===== src/rtl/pipeline_decoder.sv =====
// Receive-side decoder: undoes enc = (((d + ADD_K) * 3) & 12'hFFF) ^ XOR_K over three
// valid/ready pipeline stages and flags words whose upper nibble could not come from the encoder.
`timescale 1ns/1ps
module pipeline_decoder #(
    parameter int          ADD_K     = 5,
    parameter logic [11:0] XOR_K     = 12'h0AA,
    parameter int          INV_MUL   = 2731,
    parameter int          ERR_CNT_W = 8
) (
    input  logic                 clk,
    input  logic                 rst_n,
    input  logic [15:0]          in_data,
    input  logic                 in_valid,
    output logic                 in_ready,
    output logic [11:0]          out_data,
    output logic                 out_err,
    output logic                 out_valid,
    input  logic                 out_ready,
    input  logic                 err_clr,
    output logic [ERR_CNT_W-1:0] err_count
);

    localparam logic [11:0] ADD_K_V   = 12'(ADD_K);
    localparam logic [11:0] INV_MUL_V = 12'(INV_MUL);

    logic        v1, v2, v3;
    logic        e1, e2, e3;
    logic [11:0] x1, x2, x3;
    logic        adv1, adv2, adv3;
    logic [11:0] x1_mul;

    // Handshake: a word moves across an interface on a clock edge where valid and ready are
    // both high; a stage advances when downstream takes its word or it is empty, so bubbles close up.
    assign adv3     = out_ready | ~v3;
    assign adv2     = adv3 | ~v2;
    assign adv1     = adv2 | ~v1;
    assign in_ready = adv1;

    // Constant multiply by the inverse of 3, unrolled into a sum of shifted copies of x1.
    always_comb begin
        x1_mul = '0;
        for (int i = 0; i < 12; i++) begin
            if (INV_MUL_V[i]) x1_mul = x1_mul + (x1 << i);
        end
    end

    always_ff @(posedge clk or negedge rst_n) begin
        if (!rst_n) begin
            v1 <= 1'b0;
            x1 <= '0;
            e1 <= 1'b0;
        end else if (adv1) begin
            v1 <= in_valid;
            x1 <= in_data[11:0] ^ XOR_K;
            e1 <= |in_data[15:12];
        end
    end

    always_ff @(posedge clk or negedge rst_n) begin
        if (!rst_n) begin
            v2 <= 1'b0;
            x2 <= '0;
            e2 <= 1'b0;
        end else if (adv2) begin
            v2 <= v1;
            x2 <= x1_mul;
            e2 <= e1;
        end
    end

    always_ff @(posedge clk or negedge rst_n) begin
        if (!rst_n) begin
            v3 <= 1'b0;
            x3 <= '0;
            e3 <= 1'b0;
        end else if (adv3) begin
            v3 <= v2;
            x3 <= x2 - ADD_K_V;
            e3 <= e2;
        end
    end

    assign out_data  = x3;
    assign out_err   = e3;
    assign out_valid = v3;

    // Clear takes priority over a same-cycle increment; the count sticks at all-ones.
    always_ff @(posedge clk or negedge rst_n) begin
        if (!rst_n) begin
            err_count <= '0;
        end else if (err_clr) begin
            err_count <= '0;
        end else if (out_valid && out_ready && out_err && (err_count != '1)) begin
            err_count <= err_count + ERR_CNT_W'(1);
        end
    end

endmodule


===== config.mk =====
export PLATFORM = sky130hd
export DESIGN_NAME = pipeline_decoder
export DESIGN_NICKNAME = d
export VERILOG_FILES = /design/src/rtl/pipeline_decoder.sv
export SDC_FILE = /design/constraint.sdc
export NUM_CORES = 1
export LEC_CHECK = 0
export CAP_MARGIN = 30
export CORE_MARGIN = 1
export CORE_UTILIZATION = 25
export CTS_BUF_LIST = sky130_fd_sc_hd__clkbuf_4 sky130_fd_sc_hd__clkbuf_8 sky130_fd_sc_hd__clkbuf_16
export DETAILED_ROUTE_END_ITERATION = 6
export GPL_TIMING_DRIVEN = 0
export PLACE_DENSITY = 0.54
export SETUP_SLACK_MARGIN = 0.4
export SYNTH_ARGS = -nofsm -noshare
export SYNTH_HDL_FRONTEND = slang
export SYNTH_SLANG_ARGS = --single-unit

===== constraint.sdc =====
create_clock -name clk -period 3.4 [get_ports clk]
set_clock_uncertainty 0.1 [all_clocks]
set_input_delay 0.34 -clock clk [delete_from_list [all_inputs] [get_ports clk]]
set_output_delay 0.34 -clock clk [all_outputs]
set_load 0.005 [all_outputs]

# After elaboration in Yosys (flattened, before gate mapping)
# Cells that the tools add are included.
[word_totals]
ff_bits = 50
output_inout_bits = 23
in_bits = 21
word_cells = 33
[op_classes]
n_reduce_logical = 5
add_sub_neg = 8
bitwise = 7
mux = 2
eq_ne = 1
[ops]
columns = ["cell", "n"]
rows = [
  ["adder 12 bit", 6],
  ["two-way mux 8 bit", 2],
  ["subtractor 12 x 3 -> 12 bit (second input constant)", 1],
  ["adder 8 x 1 -> 8 bit (second input constant)", 1],
  ["!= test 8 bit (second input constant)", 1],
  ["inverter 4 bit", 1],
  ["OR reduction 4 bit", 1],
  ["logical AND 1 bit", 3],
  ["inverter 1 bit", 3],
  ["OR 1 bit", 3],
  ["nonzero test 2 bit", 1],
]

# Longest topological paths before layout
[logic_depth]
ltp_word = 6
mapped_depth = 14
depth_no_buf = 14

# Least setup slack after synthesis
# OpenSTA, ideal clock, no wires.
[synth_timing]
kind = "register to register"
startpoint = "register x1[1]"
endpoint = "register x2[11]"
synth_period_minus_slack_ns = 3.646
setup_ns = 0.136
t_required_ns = 3.164
path_buffers = 0
t_arrival_ns = 3.410
stages_incl_launch_ff = 13
path_slack_ns = -0.246
path_cell_list = "dfrtp_1 -> fa_1 -> inv_1 -> fa_1 -> inv_1 -> fa_1 -> ha_1 -> ha_1 -> o21a_1 -> o31a_1 -> o22ai_1 -> xnor2_1 -> o21ai_0"
[synth_between]
elab_chain_cells = 6
[synth_lines]
columns = ["item", "line", "text"]
rows = [
  ["start, declared", "28", "logic [11:0] x1, x2, x3;"],
  ["start signal, assigned", "54", "x1 <= in_data[11:0] ^ XOR_K;"],
  ["adder 12 bit (4 in a row)", "43", "if (INV_MUL_V[i]) x1_mul = x1_mul + (x1 << i);"],
  ["adder 12 bit (*) (2 in a row)", "43", ""],
  ["end signal, assigned", "66", "x2 <= x1_mul;"],
  ["end, declared", "28", ""],
]
# Mark *: on every way between the ends. The rest lies on a longest branch, timed or not.
# A chain may end at the register's enable or synchronous reset.

# Worst setup path after layout
# Ends and elaborated chain as after synthesis.

==> run metrics <==
DR pass1 iterations 4; Worst-Skew Late Latency 0.29 ns; clk slew on worst S/H paths 0.07 ns; total negative slack -0.0721 ns; Post-DRT Antenna Nets 0; die area 12700 um^2; R2R setup slack -0.03 ns; largest stage delay on the critical path 0.56 ns; worst vdd ir 0.000350 V; minimum clock period 3.43 ns; Vias/cell 4.29; RSZ-0062 raised after global routing yes; hpwl dp 4630 um; first-pass GRT wire length 10900 um; CTS Buffer Depth 2; DR WL/cell 12.1 um; crit-path cells fa_1, inv_2, fa_1, inv_2, fa_1, ha_4, ha_4, o21a_1, o31a_1, o22ai_2, xnor2_1, o21ai_1; Leak 1.79 nW; Final Hold Fails 0; mapped cell area 3070 um^2; Mapped Nets 358; top cells by count, synth dfrtp_1, nand2_1, ha_1; Clock Sinks 50; synth top area cells dfrtp_1, ha_1, fa_1; max-slew violation count 0; final WL 6120 um; chip height 113 um; Worst slew margin 65.3%; initial antenna violation count 0; top-area cell type share of the netlist area 40.8%; number of synthesis warnings 0; Top cell by count, worst path fa_1; period utilisation layout 101%; # diodes 0; Syn Area/Cell 10.5 um^2; Max Cap Violations 0; Critical Path Fanout Max 3; Num CTS Buffers 5; Yosys top cell by area dfrtp_1; cell depth of the worst setup path 12; hold crit path type input port to register; vias in the first global route 2281; Clock Root Buffer clkbuf_16; global route overflow 0; r2r worst-path depth 12; post-synthesis sequential area ratio 40.8%; Synth-to-Final Area Change 35.1%; num rows 40; die width 113 um; largest net degree at the start of global routing 40; CP max-delay cell fa_1; io pins 44; Power Density 852 nW/um^2; Initial DRC Count 64; setup violators final 3; number of flops mapped to enable cells by yosys 0; fraction of layout cells with a size suffix above 1 20.3%; DRC 0; core box area 12000 um^2; via count 2174; WP data required 3.46 ns; synthesized flop and latch total 50; WP buf/inv 2; crit end category register; CTS tree built; crit path DAT 3.49 ns; H-tree depth 2; fmax 0.291 GHz; WS Path Type register to register; post-synth cell types 41; failing checks setup timing; Slew @ Worst Pin 0.515 ns; count leader, synth dfrtp_1; fillers 1239; Starting Density 25.6%; placer congestion estimate 0.723; commonest register cell after synthesis dfrtp_1; WHS Path Cells 2; Port Buffer Count 42; worst setup margin -0.0309 ns; asr flop ratio synth 100%; status finished, violations left; Critical Path Start Type register; Layout Nets 426; Worst Hold Slack 0.309 ns; Synth Instances 292; gr usage total 10.7%; Largest delay share family, worst path adder cells
## worst reg2reg max path: stages, from the launching register on
cell and delay (ns):
dfrtp_2 0.44, fa_1 0.56, inv_2 0.07, fa_1 0.49
inv_2 0.04, fa_1 0.54, ha_4 0.21, ha_4 0.27
o21a_1 0.10, o31a_1 0.16, o22ai_2 0.07, xnor2_1 0.17
o21ai_1 0.08
## metrics by stage
step	area, um^2	cells	util, %	power [mW]	setup slack [ns]
finish	4150	507	34.5	3.53	-0.0309
global route	4150	507	34.5	3.87	-0.162
CTS	4140	506	34.4	3.56	-0.0428
detailed placement	3790	482	31.6	2.76	-0.220
global placement	3780	481	31.4	2.73	-0.199
floorplan	3170	292	-	2.27	0.0378
## cell families after synthesis
kind of cell	synth area share, %
AND/OR/NAND/NOR	14.2
flip-flops	40.8
adder cells (fa/ha/maj)	22.3
AO/OA/AOI/OAI	7.66
buffers and inverters	5.05
XOR/XNOR	7.13
multiplexers	2.89
## sequential cells by signal, summed over array words and instances (netlist names)
name and flops:
out_err 1, out_data 12, x1 12, err_count 8
v1 1, e2 1, e1 1, x2 12
out_valid 1, v2 1
## power breakdown
part	total [mW]	switching, mW	internal, mW
combinational	2.05	0.888	1.16
clock	0.568	0.223	0.345
sequential	0.914	0.152	0.761
total	3.53	1.26	2.27
## cell usage in the layout (no fill, tap or decap), types with 5 or more instances in the layout
| cell type | n |
|---|---|
| dfrtp_1 | 47 |
| clkdlybuf4s50_1 | 41 |
| nand2_1 | 36 |
| nor2_1 | 21 |
| inv_1 | 19 |
| ha_1 | 19 |
| o21ai_0 | 18 |
| xnor2_1 | 16 |
| buf_4 | 16 |
| fa_1 | 14 |
| a21oi_1 | 9 |
| ha_4 | 9 |
| xor2_1 | 8 |
| inv_2 | 7 |
| mux2_2 | 7 |
| nand3_1 | 6 |
| clkbuf_16 | 5 |
## routing by layer
metal,part of all wire (%),track usage (%)
met4,1.3,3.20
met2,45,17.0
met1,50,14.5
met3,3.4,2.25
met5,0,0
## worst paths after layout
path,startpoint,end
max,x1[1]$_DFFE_PN0P_,x2[11]$_DFFE_PN0P_
min,err_clr,err_count[5]$_DFFE_PN0P_
max reg2reg,x1[1]$_DFFE_PN0P_,x2[11]$_DFFE_PN0P_
min reg2reg,out_data[5]$_DFFE_PN0P_,out_data[5]$_DFFE_PN0P_
max in group asynchronous,rst_n,v2$_DFFE_PN0P_
min in group asynchronous,rst_n,x1[3]$_DFFE_PN0P_
## area by class of cell
type	count	area (um^2)	share of cell area, %
timing repair buffer	61	577	13.9
sequential	50	1250	30.3
clock buffer	5	125	3.02
inverter	26	97.6	2.35
buffer	9	57.6	1.39
multi-input combinational	207	1810	43.7
tap	147	184	4.44
clock inverter	2	38.8	0.935
## what timing repair did
action / in CTS / in global routing
setup buffers: 16 / 1
cloned: 0 / 0
gates resized for setup: 9 / 2
pin swaps: 14 / 2
hold endpoints to repair: 11 / 0
hold buffers: 1 / 0
setup endpoints to repair: 6 / 6
(Power assumes the default switching activity.)
